[config.mk]
export PLATFORM = sky130hd
export DESIGN_NAME = alu_datapath_p_flat
export DESIGN_NICKNAME = d
export VERILOG_FILES = /design/src/rtl/alu_datapath_p_pkg.sv /design/src/rtl/alu_datapath_p_if.sv /design/src/rtl/alu_datapath_p_gpr_file.sv /design/src/rtl/alu_datapath_p.sv /design/src/flat_wrapper.sv
export SDC_FILE = /design/constraint.sdc
export NUM_CORES = 1
export LEC_CHECK = 0
export CAP_MARGIN = 40
export CELL_PAD_IN_SITES_DETAIL_PLACEMENT = 0
export CELL_PAD_IN_SITES_GLOBAL_PLACEMENT = 1
export CORE_MARGIN = 3
export CORE_UTILIZATION = 50
export CTS_BUF_LIST = sky130_fd_sc_hd__clkbuf_2
export DETAILED_ROUTE_END_ITERATION = 10
export HOLD_SLACK_MARGIN = 0.05
export PLACE_DENSITY_LB_ADDON = 0.12
export SKIP_CTS_REPAIR_TIMING = 1
export SLEW_MARGIN = 20
export SYNTH_ARGS = -nofsm -noshare
export SYNTH_HDL_FRONTEND = slang
export SYNTH_SLANG_ARGS = --single-unit
[constraint.sdc]
create_clock -name clock -period 3 [get_ports clock]
set_clock_uncertainty 0.1 [all_clocks]
set_input_delay 0.6 -clock clock [delete_from_list [all_inputs] [get_ports clock]]
set_output_delay 0.6 -clock clock [all_outputs]
set_load 0.02 [all_outputs]
[src/rtl/alu_datapath_p_pkg.sv]
// Shared opcode map and decode helpers for the execute datapath, sequencer and decoder.
package alu_datapath_p_pkg;

    localparam int OPW = 4;

    localparam logic [3:0] OP_ADD_A  = 4'h0;
    localparam logic [3:0] OP_MOV_AB = 4'h1;
    localparam logic [3:0] OP_IN_A   = 4'h2;
    localparam logic [3:0] OP_MOV_AI = 4'h3;
    localparam logic [3:0] OP_MOV_BA = 4'h4;
    localparam logic [3:0] OP_ADD_B  = 4'h5;
    localparam logic [3:0] OP_IN_B   = 4'h6;
    localparam logic [3:0] OP_MOV_BI = 4'h7;
    localparam logic [3:0] OP_JMP_0  = 4'h8;
    localparam logic [3:0] OP_OUT_B  = 4'h9;
    localparam logic [3:0] OP_JMP_1  = 4'hA;
    localparam logic [3:0] OP_OUT_I  = 4'hB;
    localparam logic [3:0] OP_ST_B   = 4'hC;
    localparam logic [3:0] OP_LD_B   = 4'hD;
    localparam logic [3:0] OP_RSV_0  = 4'hE;
    localparam logic [3:0] OP_RSV_1  = 4'hF;

    typedef enum logic [1:0] {
        SRC_ZERO = 2'd0,
        SRC_A    = 2'd1,
        SRC_B    = 2'd2,
        SRC_IN   = 2'd3
    } src_sel_e;

    typedef enum logic [2:0] {
        DST_NONE = 3'd0,
        DST_A    = 3'd1,
        DST_B    = 3'd2,
        DST_OUT  = 3'd3,
        DST_GPR  = 3'd4,
        DST_LD   = 3'd5
    } dst_sel_e;

    typedef struct packed {
        src_sel_e src;
        dst_sel_e dst;
        logic     upd_c;
        logic     is_out;
    } decode_t;

    // Sequencer-only opcodes fall through to the default: no write, carry held.
    function automatic decode_t decode_op(input logic [3:0] op);
        decode_t d;
        d.src    = SRC_ZERO;
        d.dst    = DST_NONE;
        d.upd_c  = 1'b0;
        d.is_out = 1'b0;
        case (op)
            OP_ADD_A:  begin d.src = SRC_A;    d.dst = DST_A;   d.upd_c = 1'b1; end
            OP_MOV_AB: begin d.src = SRC_B;    d.dst = DST_A;   d.upd_c = 1'b1; end
            OP_IN_A:   begin d.src = SRC_IN;   d.dst = DST_A;   d.upd_c = 1'b1; end
            OP_MOV_AI: begin d.src = SRC_ZERO; d.dst = DST_A;   d.upd_c = 1'b1; end
            OP_MOV_BA: begin d.src = SRC_A;    d.dst = DST_B;   d.upd_c = 1'b1; end
            OP_ADD_B:  begin d.src = SRC_B;    d.dst = DST_B;   d.upd_c = 1'b1; end
            OP_IN_B:   begin d.src = SRC_IN;   d.dst = DST_B;   d.upd_c = 1'b1; end
            OP_MOV_BI: begin d.src = SRC_ZERO; d.dst = DST_B;   d.upd_c = 1'b1; end
            OP_OUT_B:  begin d.src = SRC_B;    d.dst = DST_OUT; d.upd_c = 1'b1; d.is_out = 1'b1; end
            OP_OUT_I:  begin d.src = SRC_ZERO; d.dst = DST_OUT; d.upd_c = 1'b1; d.is_out = 1'b1; end
            OP_ST_B:   begin d.dst = DST_GPR; end
            OP_LD_B:   begin d.dst = DST_LD;  end
            default:   begin d.dst = DST_NONE; end
        endcase
        return d;
    endfunction

endpackage

[src/rtl/alu_datapath_p_if.sv]
// Instruction/result bundle between the fetch/decode stage, the execute datapath and the sequencer.
interface alu_datapath_p_if #(
    parameter int WIDTH = 4,
    parameter int OPW   = 4
);
    logic                 instr_valid;
    logic [OPW+WIDTH-1:0] d_bus;
    logic [WIDTH-1:0]     in_port;
    logic                 cflag;
    logic [WIDTH-1:0]     a_reg_out;
    logic [WIDTH-1:0]     b_reg_out;
    logic [WIDTH-1:0]     out_port;
    logic                 out_valid;

    modport master (
        output instr_valid, d_bus, in_port,
        input  cflag, a_reg_out, b_reg_out, out_port, out_valid
    );

    modport slave (
        input  instr_valid, d_bus, in_port,
        output cflag, a_reg_out, b_reg_out, out_port, out_valid
    );
endinterface

[src/rtl/alu_datapath_p_gpr_file.sv]
// General-purpose register array: one write port, one combinational read port.
// Out-of-range addresses drop writes and read back as zero.
module alu_datapath_p_gpr_file #(
    parameter int WIDTH     = 4,
    parameter int GPR_DEPTH = 16
) (
    input  logic             clock,
    input  logic             reset,
    input  logic             we,
    input  logic [WIDTH-1:0] waddr,
    input  logic [WIDTH-1:0] wdata,
    input  logic [WIDTH-1:0] raddr,
    output logic [WIDTH-1:0] rdata
);
    localparam int             AW      = (GPR_DEPTH > 1) ? $clog2(GPR_DEPTH) : 1;
    localparam logic [WIDTH:0] DEPTH_L = (WIDTH+1)'(GPR_DEPTH);

    logic [WIDTH-1:0] mem_r [GPR_DEPTH];
    logic             wr_in_range_s;
    logic             rd_in_range_s;

    assign wr_in_range_s = ({1'b0, waddr} < DEPTH_L);
    assign rd_in_range_s = ({1'b0, raddr} < DEPTH_L);

    // Register array with asynchronous clear.
    always_ff @(posedge clock or negedge reset) begin
        if (!reset) begin
            for (int i = 0; i < GPR_DEPTH; i++) begin
                mem_r[i] <= '0;
            end
        end else if (we && wr_in_range_s) begin
            mem_r[waddr[AW-1:0]] <= wdata;
        end else begin
            mem_r <= mem_r;
        end
    end

    // Combinational read, zero when the index is beyond the array.
    always_comb begin
        rdata = '0;
        if (rd_in_range_s) begin
            rdata = mem_r[raddr[AW-1:0]];
        end else begin
            rdata = '0;
        end
    end

endmodule

[src/rtl/alu_datapath_p.sv]
// Execute datapath: A/B accumulators, OUT port, carry flag and GPR file,
// driven by one decoded instruction per cycle.
module alu_datapath_p
    import alu_datapath_p_pkg::*;
#(
    parameter int WIDTH     = 4,
    parameter int GPR_DEPTH = 16,
    parameter int OPW       = 4
) (
    input  logic              clock,
    input  logic              reset,
    alu_datapath_p_if.slave   bus
);
    logic [OPW-1:0]   opcode_s;
    logic [WIDTH-1:0] imm_s;
    decode_t          dec_s;
    logic [WIDTH-1:0] src_s;
    logic [WIDTH:0]   sum_s;
    logic [WIDTH-1:0] gpr_rdata_s;
    logic             gpr_we_s;

    logic [WIDTH-1:0] a_r,   a_nxt_s;
    logic [WIDTH-1:0] b_r,   b_nxt_s;
    logic [WIDTH-1:0] out_r, out_nxt_s;
    logic             c_r,   c_nxt_s;
    logic             ov_r,  ov_nxt_s;

    assign opcode_s = bus.d_bus[OPW+WIDTH-1:WIDTH];
    assign imm_s    = bus.d_bus[WIDTH-1:0];
    assign dec_s    = decode_op(opcode_s);

    // Source operand select for the shared adder.
    always_comb begin
        src_s = '0;
        case (dec_s.src)
            SRC_ZERO: src_s = '0;
            SRC_A:    src_s = a_r;
            SRC_B:    src_s = b_r;
            SRC_IN:   src_s = bus.in_port;
            default:  src_s = '0;
        endcase
    end

    assign sum_s    = {1'b0, src_s} + {1'b0, imm_s};
    assign gpr_we_s = bus.instr_valid && (dec_s.dst == DST_GPR);

    alu_datapath_p_gpr_file #(
        .WIDTH     (WIDTH),
        .GPR_DEPTH (GPR_DEPTH)
    ) u_gpr (
        .clock (clock),
        .reset (reset),
        .we    (gpr_we_s),
        .waddr (imm_s),
        .wdata (b_r),
        .raddr (imm_s),
        .rdata (gpr_rdata_s)
    );

    // Next-state for architectural registers; nothing moves without instr_valid.
    always_comb begin
        a_nxt_s   = a_r;
        b_nxt_s   = b_r;
        out_nxt_s = out_r;
        c_nxt_s   = c_r;
        ov_nxt_s  = 1'b0;
        if (bus.instr_valid) begin
            case (dec_s.dst)
                DST_A:   a_nxt_s   = sum_s[WIDTH-1:0];
                DST_B:   b_nxt_s   = sum_s[WIDTH-1:0];
                DST_OUT: out_nxt_s = sum_s[WIDTH-1:0];
                DST_LD:  b_nxt_s   = gpr_rdata_s;
                default: a_nxt_s   = a_r;
            endcase
            if (dec_s.upd_c) begin
                c_nxt_s = sum_s[WIDTH];
            end else begin
                c_nxt_s = c_r;
            end
            ov_nxt_s = dec_s.is_out;
        end else begin
            ov_nxt_s = 1'b0;
        end
    end

    // Architectural state registers with asynchronous clear.
    always_ff @(posedge clock or negedge reset) begin
        if (!reset) begin
            a_r   <= '0;
            b_r   <= '0;
            out_r <= '0;
            c_r   <= 1'b0;
            ov_r  <= 1'b0;
        end else begin
            a_r   <= a_nxt_s;
            b_r   <= b_nxt_s;
            out_r <= out_nxt_s;
            c_r   <= c_nxt_s;
            ov_r  <= ov_nxt_s;
        end
    end

    assign bus.a_reg_out = a_r;
    assign bus.b_reg_out = b_r;
    assign bus.out_port  = out_r;
    assign bus.cflag     = c_r;
    assign bus.out_valid = ov_r;

endmodule

[src/flat_wrapper.sv]
// flat-port wrapper written by rule: the top's interface ports become plain ports
module alu_datapath_p_flat import alu_datapath_p_pkg::*;
#(
    parameter int WIDTH     = 4,
    parameter int GPR_DEPTH = 16,
    parameter int OPW       = 4
)
  (clock, reset, bus_instr_valid, bus_d_bus, bus_in_port, bus_cflag, bus_a_reg_out, bus_b_reg_out, bus_out_port, bus_out_valid);
  alu_datapath_p_if #(.WIDTH(WIDTH), .OPW(OPW)) bus_i ();
  input  logic clock;
  input  logic reset;
  input wire logic [$bits(bus_i.instr_valid)-1:0] bus_instr_valid;
  input wire logic [$bits(bus_i.d_bus)-1:0] bus_d_bus;
  input wire logic [$bits(bus_i.in_port)-1:0] bus_in_port;
  output wire logic [$bits(bus_i.cflag)-1:0] bus_cflag;
  output wire logic [$bits(bus_i.a_reg_out)-1:0] bus_a_reg_out;
  output wire logic [$bits(bus_i.b_reg_out)-1:0] bus_b_reg_out;
  output wire logic [$bits(bus_i.out_port)-1:0] bus_out_port;
  output wire logic [$bits(bus_i.out_valid)-1:0] bus_out_valid;
  assign bus_i.instr_valid = bus_instr_valid;
  assign bus_i.d_bus = bus_d_bus;
  assign bus_i.in_port = bus_in_port;
  assign bus_cflag = bus_i.cflag;
  assign bus_a_reg_out = bus_i.a_reg_out;
  assign bus_b_reg_out = bus_i.b_reg_out;
  assign bus_out_port = bus_i.out_port;
  assign bus_out_valid = bus_i.out_valid;
  alu_datapath_p #(.WIDTH(WIDTH), .GPR_DEPTH(GPR_DEPTH), .OPW(OPW)) u_core (.clock(clock), .reset(reset), .bus(bus_i));
endmodule
==> results of run 1 <==
-- cell usage in the layout (no fill, tap or decap), drive strengths merged, types with 2 or more instances in the layout --
cell           instances
clkinv                 3
mux2                  68
nand3                  4
clkdlybuf4s50         27
a21oi                  9
nand3b                 6
inv                    3
ha                     4
o22ai                  3
clkbuf                10
nor2                  14
mux4                  12
or4bb                  2
and3b                  2
mux2i                 14
or4                    2
nand2                 17
a211oi                 3
or2                    3
dfrtp                 78
buf                   33
nand4b                 5
nand2b                 3
bufinv                 2
o21ai                 10
nor3b                  2
-- kinds of logic after synthesis --
| kind of cell | after synthesis |
|---|---|
| compound gates | 28 |
| simple gates | 66 |
| fa+ha+maj | 5 |
| mux | 94 |
| flops | 78 |
| buf+inv | 20 |
| xor+xnor | 1 |
-- routing by layer --
layer,global-route usage (%),vias to the layer above
met1,32.75,1290
met3,4.487,5
met4,6.137,0
met5,0,-
li1,-,1187
met2,30.93,40
-- synth_stat cells (3+ instances only) --
cell type,n,area [um2]
mux2_2,67,754.5
inv_1,3,11.26
nand3_1,3,15.01
nand3b_1,6,45.04
nand2b_1,3,18.77
o21ai_0,10,50.05
clkbuf_1,10,37.54
nor2_1,13,48.80
mux4_2,12,270.3
buf_2,4,20.02
o22ai_1,3,18.77
ha_1,4,50.05
a21oi_1,9,45.04
a211oi_1,3,22.52
nand4b_1,5,43.79
mux2i_1,14,140.1
nand2_1,17,63.81
dfrtp_1,78,1952
-- sequential cells by signal, summed over array words and instances, names as in the netlist --
signal / count
u_core.bus.a_reg_out: 4
u_core.bus.b_reg_out: 4
u_core.bus.cflag: 1
u_core.bus.out_port: 4
u_core.bus.out_valid: 1
u_core.u_gpr.mem_r: 64
-- power groups by stage --
stage | registers [W] | logic (W) | clock network, W
global route | 0.00127 | 0.000619 | 0.000706
global placement | 0.00127 | 0.000557 | 0
finish | 0.00125 | 0.000567 | 0.000648
detailed placement | 0.00127 | 0.000571 | 0
CTS | 0.00125 | 0.000574 | 0.000662
floorplan | 0.00130 | 0.000244 | 0
-- metrics by stage --
stage / instances / TNS, ns / cell area, um2
3_5_place_dp: 434 / -0.1118 / 4473
4_1_cts: 450 / 0 / 4609
5_1_grt: 451 / 0 / 4619
6_report: 451 / 0 / 4619
2_1_floorplan: 292 / 0 / 3881
3_3_place_gp: 433 / -0.04967 / 4453
-- how the worst min path moves through the flow --
| stage | from | end | slack (ns) | cells past startpoint |
|---|---|---|---|---|
| floorplan | reset | u_core.bus.a_reg_out[0] | 0.20 | 0 |
| global placement | u_core.bus.out_port[1] | u_core.bus.out_port[1] | 0.36 | 2 |
| detailed placement | u_core.bus.out_port[3] | u_core.bus.out_port[3] | 0.37 | 2 |
| CTS | reset | u_core.u_gpr.mem_r[1] | -0.12 | 1 |
| global route | reset | u_core.u_gpr.mem_r[1] | 0.42 | 2 |
| finish | u_core.bus.out_port[3] | u_core.bus.out_port[3] | 0.40 | 2 |
-- final cells by class --
class,count,area (um2),area share (%)
Sequential cell,78,1952,42.25
Clock inverter,6,86.33,1.869
Timing Repair Buffer,61,565.5,12.24
Tap cell,99,123.9,2.681
Clock buffer,10,50.05,1.083
Inverter,3,11.26,0.2438
Multi-Input combinational cell,194,1831,39.63
==> impl_metrics.csv, run 1 <==
group,metric,value,unit
critical_path,arrival,2.06,ns
detailed_routing,routed-wl-met2,3.817,mm
critical_path,reg2reg_depth,7,
floorplan,start_util,52.39,%
detailed_routing,antenna_left,0,
global_route,antenna_found_initial,0,
clock_tree,numClockSinks,78,
synth,synth_flop_cell,"dfrtp_1",
worst_hold_path,hold_class,"flop to flop",
timing,fmax,362.9,MHz
detailed_routing,drt-total-wl,8.456,mm
critical_path,crit_path_max_incr_delay,0.82,ns
critical_path,critPathMaxFanout,19,
critical_path,reg2reg_slack,0.75,ns
final_layout,finalCoreUtilization,62.35,%
timing,worst_pin_slew,0.6642,ns
synth,synth_edf_count,0,
timing,fin_crit_sh,91.86,%
final_layout,antennaDiodeCount,0,
clock_tree,cts_tree,"done",
global_route,grt.overflow.total,0,
final_layout,nNetsFinal,367,
synth,muxShareOfSynthArea,30.30,%
critical_path,crit_required,2.30,ns
timing,setup_violations,0,
timing,hold_viol,0,
place,dp_slack,-0.1118,ns
detailed_routing,routed.top_layer,"met4",
final_layout,drive_gt1_share,38.35,%
floorplan,io_pins,29,
synth,syn_avg_cell_area,13.29,um2
global_route,grt_pass1_wl,14.41,mm
synth,yosys.cell_types.count,40,
synth,yosysWarnings,0,
detailed_routing,drt_pre_antenna_iters,4,
power,p_sw,0.0007469,W
critical_path,path_depth,1,
detailed_routing,routedWlPerCell,18.75,um
status,status,"finished, final reports clean",
clock_tree,path_clk_slew,0.20,ns
place,dpl.hpwl,6.040,mm
critical_path,cp_top_family,"flip-flops",
synth,synth_compound_area_share,4.159,%
critical_path,worstPathCellList,"clkdlybuf4s50_1",
synth,synthAdderAreaFrac,1.805,%
clock_tree,cts_inserted_buffers,9,
power,peakVddDrop,265.1,uV
critical_path,crit_path_end_kind,"primary output",
synth,syn_nets,312,
synth,synth_simple_gate_area_share,10.67,%
detailed_routing,drc,0,
global_route,track_usage,21.47,%
flow_run,drv_cap,0,
critical_path,crit_type,"flop to primary output",
clock_tree,clockBufferDepth,2,
synth,mappedNetlistArea,0.003881,mm2
power,pwr-share-clk,26.3,%
power,powerDensity,533.2,mW/mm2
power,intPower,0.001716,W
final_layout,n_fill_cell,576,
floorplan,die-area,0.008856,mm2
synth,syn-instance-count,292,
critical_path,setup.worst_path.end,"bus_b_reg_out[2]",
detailed_routing,wl_met3,289,um
detailed_routing,drt-initial-drc-count,110,
timing,period_needed,2.756,ns
floorplan,die_width,94.11,um
critical_path,startpoint_type,"flop",
power,comb_power_share,23.0,%
timing,drv_slew,0,
critical_path,startpoint,"u_core.bus.b_reg_out[2]",
power,power,0.002463,W
floorplan,die_h,94.11,um
place,io_buffers,28,
clock_tree,root_buffer,"clkbuf_2",
detailed_routing,vias,2522,
critical_path,crit_buf_inv,1,
place,gp_congestion,0.8090,
detailed_routing,viasPerCell,5.592,
final_layout,syn_to_final_growth,19.02,%
floorplan,coreArea,0.007408,mm2
power,swShare,30.32,%
critical_path,r2r_start,"u_core.bus.b_reg_out[2]",
critical_path,r2r_end,"u_core.bus.a_reg_out[3]",
synth,synth_seq_cells,78,
timing,maxSlewHeadroom,55.72,%
timing,rsz0062_at_grt,"false",
global_route,grt_max_degree,43,
timing,fin_ws,0.2441,ns
critical_path,crit_slowest_cell,"dfrtp_1",
detailed_routing,wl_met1,4.290,mm
power,pwr-share-seq,50.7,%
synth,async_reset_ff_share,100.0,%
synth,seq_area_frac_synth,50.29,%
power,leakage,2.176,nW
floorplan,rows,31,
timing,holdWs,0.4006,ns
synth,synth_xor_area_share,0.2257,%
synth,synth_top_family_by_area,"multiplexers",
global_route,grt_pass1_vias,2700,
clock_tree,clk_latency,0.52,ns
clock_tree,htreeDepth,3,
Note: power is estimated with default switching activity, not from simulation.
==> run 2: changes to the inputs <==
CAP_MARGIN = default   (was 40)
CORE_UTILIZATION = 54   (was 50)
DONT_BUFFER_PORTS = 1   (was default)
==> impl_metrics.csv, run 2 (same netlist as run 1, synthesis figures left out) <==
group,metric,value,unit
power,peakVddDrop,329.8,uV
place,gp_congestion,0.9001,
floorplan,rows,30,
timing,holdWs,0.1130,ns
clock_tree,htreeDepth,3,
critical_path,arrival,2.60,ns
critical_path,crit_required,3.28,ns
clock_tree,clockBufferDepth,2,
final_layout,layout_commonest_cell,"dfrtp_1",
timing,rsz0062_at_grt,"false",
timing,drv_slew,0,
place,dp_slack,0.3117,ns
detailed_routing,routedWlPerCell,19.87,um
final_layout,largest_register,"u_core.u_gpr.mem_r",
power,power,0.002274,W
final_layout,antennaDiodeCount,0,
global_route,antenna_found_initial,0,
floorplan,start_util,56.50,%
status,status,"finished, final reports clean",
critical_path,reg2reg_depth,7,
floorplan,coreArea,0.006869,mm2
detailed_routing,vias,2354,
timing,fmax,431.3,MHz
global_route,track_usage,20.47,%
global_route,grt_pass1_wl,13.01,mm
worst_hold_path,hold_depth,2,
final_layout,largest_reg_flops,64,
final_layout,design_area,0.004118,mm2
timing,maxSlewHeadroom,53.77,%
final_layout,final_cell_mix,"dfrtp_1 (78), mux2_2 (67), nand2_1 (17), mux2i_1 (14), nor2_1 (13)",
clock_tree,clk_latency,0.51,ns
detailed_routing,drt-initial-drc-count,93,
critical_path,r2r_start,"u_core.bus.a_reg_out[0]",
critical_path,crit_path_end_kind,"flop",
power,powerDensity,552.4,mW/mm2
critical_path,crit_slowest_cell,"dfrtp_1",
timing,hold_viol,0,
final_layout,nNetsFinal,312,
clock_tree,numClockSinks,78,
timing,fin_crit_sh,77.29,%
clock_tree,root_buffer,"clkbuf_2",
clock_tree,cts_inserted_buffers,9,
critical_path,startpoint_type,"flop",
worst_hold_path,min_from,"bus_d_bus[2]",
timing,setup_tns,0,ns
global_route,grt.overflow.total,0,
critical_path,crit_path_frequent_cell,"o21ai_0",
flow_run,drv_cap,0,
global_route,grt_pass1_vias,2421,
detailed_routing,drt-total-wl,7.810,mm
floorplan,die-area,0.008241,mm2
clock_tree,cts_tree,"done",
place,io_buffers,0,
detailed_routing,viasPerCell,5.990,
floorplan,io_pins,29,
timing,period_needed,2.319,ns
floorplan,die_h,90.78,um
critical_path,crit_path_max_incr_delay,0.52,ns
worst_hold_path,min_to,"u_core.bus.b_reg_out[0]",
power,leakage,1.927,nW
timing,worst_pin_slew,0.6920,ns
final_layout,syn_to_final_growth,6.093,%
place,dpl.hpwl,5.178,mm
critical_path,reg2reg_slack,0.68,ns
global_route,grt_max_degree,79,
timing,fin_ws,0.6814,ns
final_layout,drive_gt1_share,36.03,%
critical_path,startpoint,"u_core.bus.a_reg_out[0]",
timing,setup_violations,0,
clock_tree,path_clk_slew,0.21,ns
critical_path,crit_buf_inv,0,
critical_path,worstPathCellList,"mux2i_1, o21ai_0, ha_1, fa_1, or4bb_1, o21ai_0, a21oi_1",
critical_path,r2r_end,"u_core.bus.b_reg_out[1]",
critical_path,crit_type,"flop to flop",
detailed_routing,antenna_left,0,
detailed_routing,drc,0,
worst_hold_path,hold_class,"input port to flop",
critical_path,cp_top_family,"adder cells",
critical_path,critPathMaxFanout,3,
place,dpl_cell_area,0.003944,mm2
floorplan,die_width,90.78,um
detailed_routing,drt_pre_antenna_iters,4,
==> run 2: cell count changes in the layout (fill, tap and decap cells not counted), sizes merged <==
cell / previous run / this run
buf: 33 / 5
clkdlybuf4s50: 27 / 0
==> run 2: final cells by class <==
type / instances / area (um2)
Sequential cell: 78 / 1952
Clock inverter: 6 / 86.33
Fill cell: 572 / 2751
Multi-Input combinational cell: 194 / 1831
Inverter: 3 / 11.26
Tap cell: 96 / 120.1
Timing Repair Buffer: 6 / 67.56
Clock buffer: 10 / 50.05
==> run 2: worst max-delay path by stage <==
stage                               to  slack, ns  depth (start not counted)
6_report       u_core.bus.b_reg_out[1]       0.68                          7
5_1_grt        u_core.bus.b_reg_out[1]       0.55                          7
3_5_place_dp   u_core.bus.b_reg_out[1]       0.31                          9
4_1_cts        u_core.bus.b_reg_out[1]       0.68                          7
2_1_floorplan  u_core.bus.b_reg_out[1]       0.28                         10
3_3_place_gp   u_core.bus.b_reg_out[1]       0.35                          9
==> run 2: power breakdown <==
group          internal, W  leakage [nW]  switching [W]  total [W]
combinational     0.000161         0.798       0.000205   0.000366
sequential         0.00116          1.05       0.000109    0.00127
clock             0.000278        0.0819       0.000364   0.000642
==> run 2: routing by layer <==
layer	up-vias	routed length, um	global-route usage (%)
met3	14	396	5.083
met4	0	145	6.407
met5	-	0	0
li1	1075	-	-
met2	67	3596	31.13
met1	1198	3671	29.13
==> run 2: stage by stage <==
step	utilization, %	cells
4_1_cts	59.40	391
3_5_place_dp	57.41	375
2_1_floorplan	-	292
5_1_grt	59.95	393
6_report	59.95	393
3_3_place_gp	57.41	375
==> run 3: changes to the inputs <==
CORE_UTILIZATION = 49   (was 54)
clock period = 2.07 ns   (was 3 ns; I/O delays follow)
==> impl_metrics.csv, run 3 (same netlist as run 1, synthesis figures left out) <==
group,metric,value,unit
timing,setup_violations,1,
place,dpl.hpwl,5.637,mm
critical_path,r2r_end,"u_core.bus.b_reg_out[1]",
floorplan,die_h,95,um
place,dp_slack,-0.2521,ns
detailed_routing,drt_pre_antenna_iters,4,
floorplan,die_width,95,um
worst_hold_path,hold_depth,3,
timing,holdWs,0.08778,ns
status,status,"finished, violations left",
floorplan,start_util,51.85,%
global_route,grt_pass1_vias,2515,
final_layout,design_area,0.004474,mm2
worst_hold_path,hold_class,"input port to flop",
power,comb_power_share,21.1,%
timing,maxSlewHeadroom,73.01,%
place,place_inst,408,
final_layout,largest_register,"u_core.u_gpr.mem_r",
final_layout,nNetsFinal,352,
power,pwr-share-clk,25.2,%
timing,fin_ws,-0.03246,ns
detailed_routing,drc,0,
floorplan,coreArea,0.007486,mm2
clock_tree,numClockSinks,78,
detailed_routing,vias,2459,
power,powerDensity,746.5,mW/mm2
timing,hold_viol,0,
final_layout,fin_cells,436,
global_route,antenna_found_initial,0,
power,p_sw,0.001054,W
final_layout,layout_commonest_cell,"dfrtp_1",
clock_tree,clk_latency,0.53,ns
global_route,track_usage,20.35,%
critical_path,crit_path_end_kind,"flop",
place,dpl_cell_area,0.004204,mm2
timing,fmax,475.6,MHz
critical_path,r2r_start,"u_core.bus.a_reg_out[0]",
timing,period_needed,2.102,ns
worst_hold_path,min_from,"bus_d_bus[7]",
critical_path,arrival,2.44,ns
critical_path,critPathMaxFanout,2,
global_route,grt_pass1_wl,13.54,mm
floorplan,rows,31,
clock_tree,cts_inserted_buffers,9,
power,pwr-share-seq,53.7,%
detailed_routing,drt-initial-drc-count,140,
global_route,grt.overflow.total,0,
timing,fin_crit_sh,101.6,%
global_route,grt_max_degree,79,
timing,worst_pin_slew,0.4049,ns
final_layout,largest_reg_flops,64,
clock_tree,path_clk_slew,0.22,ns
timing,drv_slew,0,
critical_path,reg2reg_depth,7,
detailed_routing,drt-total-wl,8.688,mm
worst_hold_path,min_to,"u_core.bus.b_reg_out[0]",
final_layout,drive_gt1_share,43.03,%
detailed_routing,viasPerCell,5.640,
power,leakage,2.122,nW
place,io_buffers,0,
final_layout,syn_to_final_growth,15.28,%
place,gp_congestion,0.7560,
flow_run,drv_cap,0,
final_layout,antennaDiodeCount,0,
critical_path,startpoint_type,"flop",
critical_path,crit_required,2.41,ns
final_layout,final_cell_mix,"dfrtp_1 (78), mux2_2 (67), buf_4 (35), nand2_1 (17), mux2i_1 (14)",
power,intPower,0.002286,W
power,swShare,31.55,%
floorplan,die-area,0.009025,mm2
clock_tree,root_buffer,"clkbuf_2",
critical_path,crit_type,"flop to flop",
power,peakVddDrop,412.9,uV
status,violations,"negative setup slack",
timing,rsz0062_at_grt,"true",
clock_tree,clockBufferDepth,2,
critical_path,reg2reg_slack,-0.03,ns
clock_tree,cts_tree,"done",
floorplan,io_pins,29,
detailed_routing,routedWlPerCell,19.93,um
clock_tree,htreeDepth,3,
detailed_routing,antenna_left,0,
-- run 3: worst max-delay path, cell delays in order (launching register included) --
cell and delay [ns]:
dfrtp_1 0.43, mux2i_1 0.16, o21ai_2 0.07, ha_2 0.19, fa_1 0.46, or4bb_1 0.48
o21ai_1 0.09, a21oi_1 0.05
-- run 3: stage by stage --
step                      power (W)  util, %  setup TNS (ns)
after floorplan            0.002254        -         -0.3920
after global placement     0.002434    56.16         -0.5966
after detailed placement   0.002452    56.16         -0.6220
after CTS                  0.003306    57.73         -0.1049
after global routing       0.003533    59.77         -0.1182
final                      0.003340    59.77        -0.03246
-- run 3: final cells by class --
| class | count | area (um2) |
|---|---|---|
| Fill cell | 614 | 3012 |
| Sequential cell | 78 | 1952 |
| Multi-Input combinational cell | 194 | 1879 |
| Timing Repair Buffer | 46 | 390.4 |
| Tap cell | 99 | 123.9 |
| Clock inverter | 7 | 72.57 |
| Clock buffer | 9 | 45.04 |
| Inverter | 3 | 11.26 |
-- run 3: worst max-delay path by stage --
stage	to	slack (ns)	cells after the start	from
floorplan	u_core.bus.b_reg_out[1]	-0.31	10	bus_d_bus[5]
detailed placement	u_core.bus.b_reg_out[1]	-0.25	9	bus_d_bus[5]
global placement	u_core.bus.b_reg_out[1]	-0.23	9	bus_d_bus[5]
CTS	u_core.bus.b_reg_out[1]	-0.10	7	u_core.bus.a_reg_out[0]
finish	u_core.bus.b_reg_out[1]	-0.03	7	u_core.bus.a_reg_out[0]
global route	u_core.bus.b_reg_out[1]	-0.12	7	u_core.bus.a_reg_out[0]
-- run 3: routing by layer --
| layer | vias up | track usage [%] | wire length [um] |
|---|---|---|---|
| met3 | 6 | 6.056 | 405 |
| met2 | 51 | 31.18 | 4065 |
| met1 | 1246 | 28.53 | 4143 |
| li1 | 1156 | - | - |
| met5 | - | 0 | 0 |
| met4 | 0 | 4.808 | 74 |
-- run 3: power groups by stage --
stage	Sequential [W]	Combinational, W	Clock (W)
floorplan	0.00188	0.000369	0
global placement	0.00182	0.000615	0
detailed placement	0.00183	0.000626	0
CTS	0.00180	0.000629	0.000881
global route	0.00181	0.000769	0.000953
finish	0.00179	0.000704	0.000842
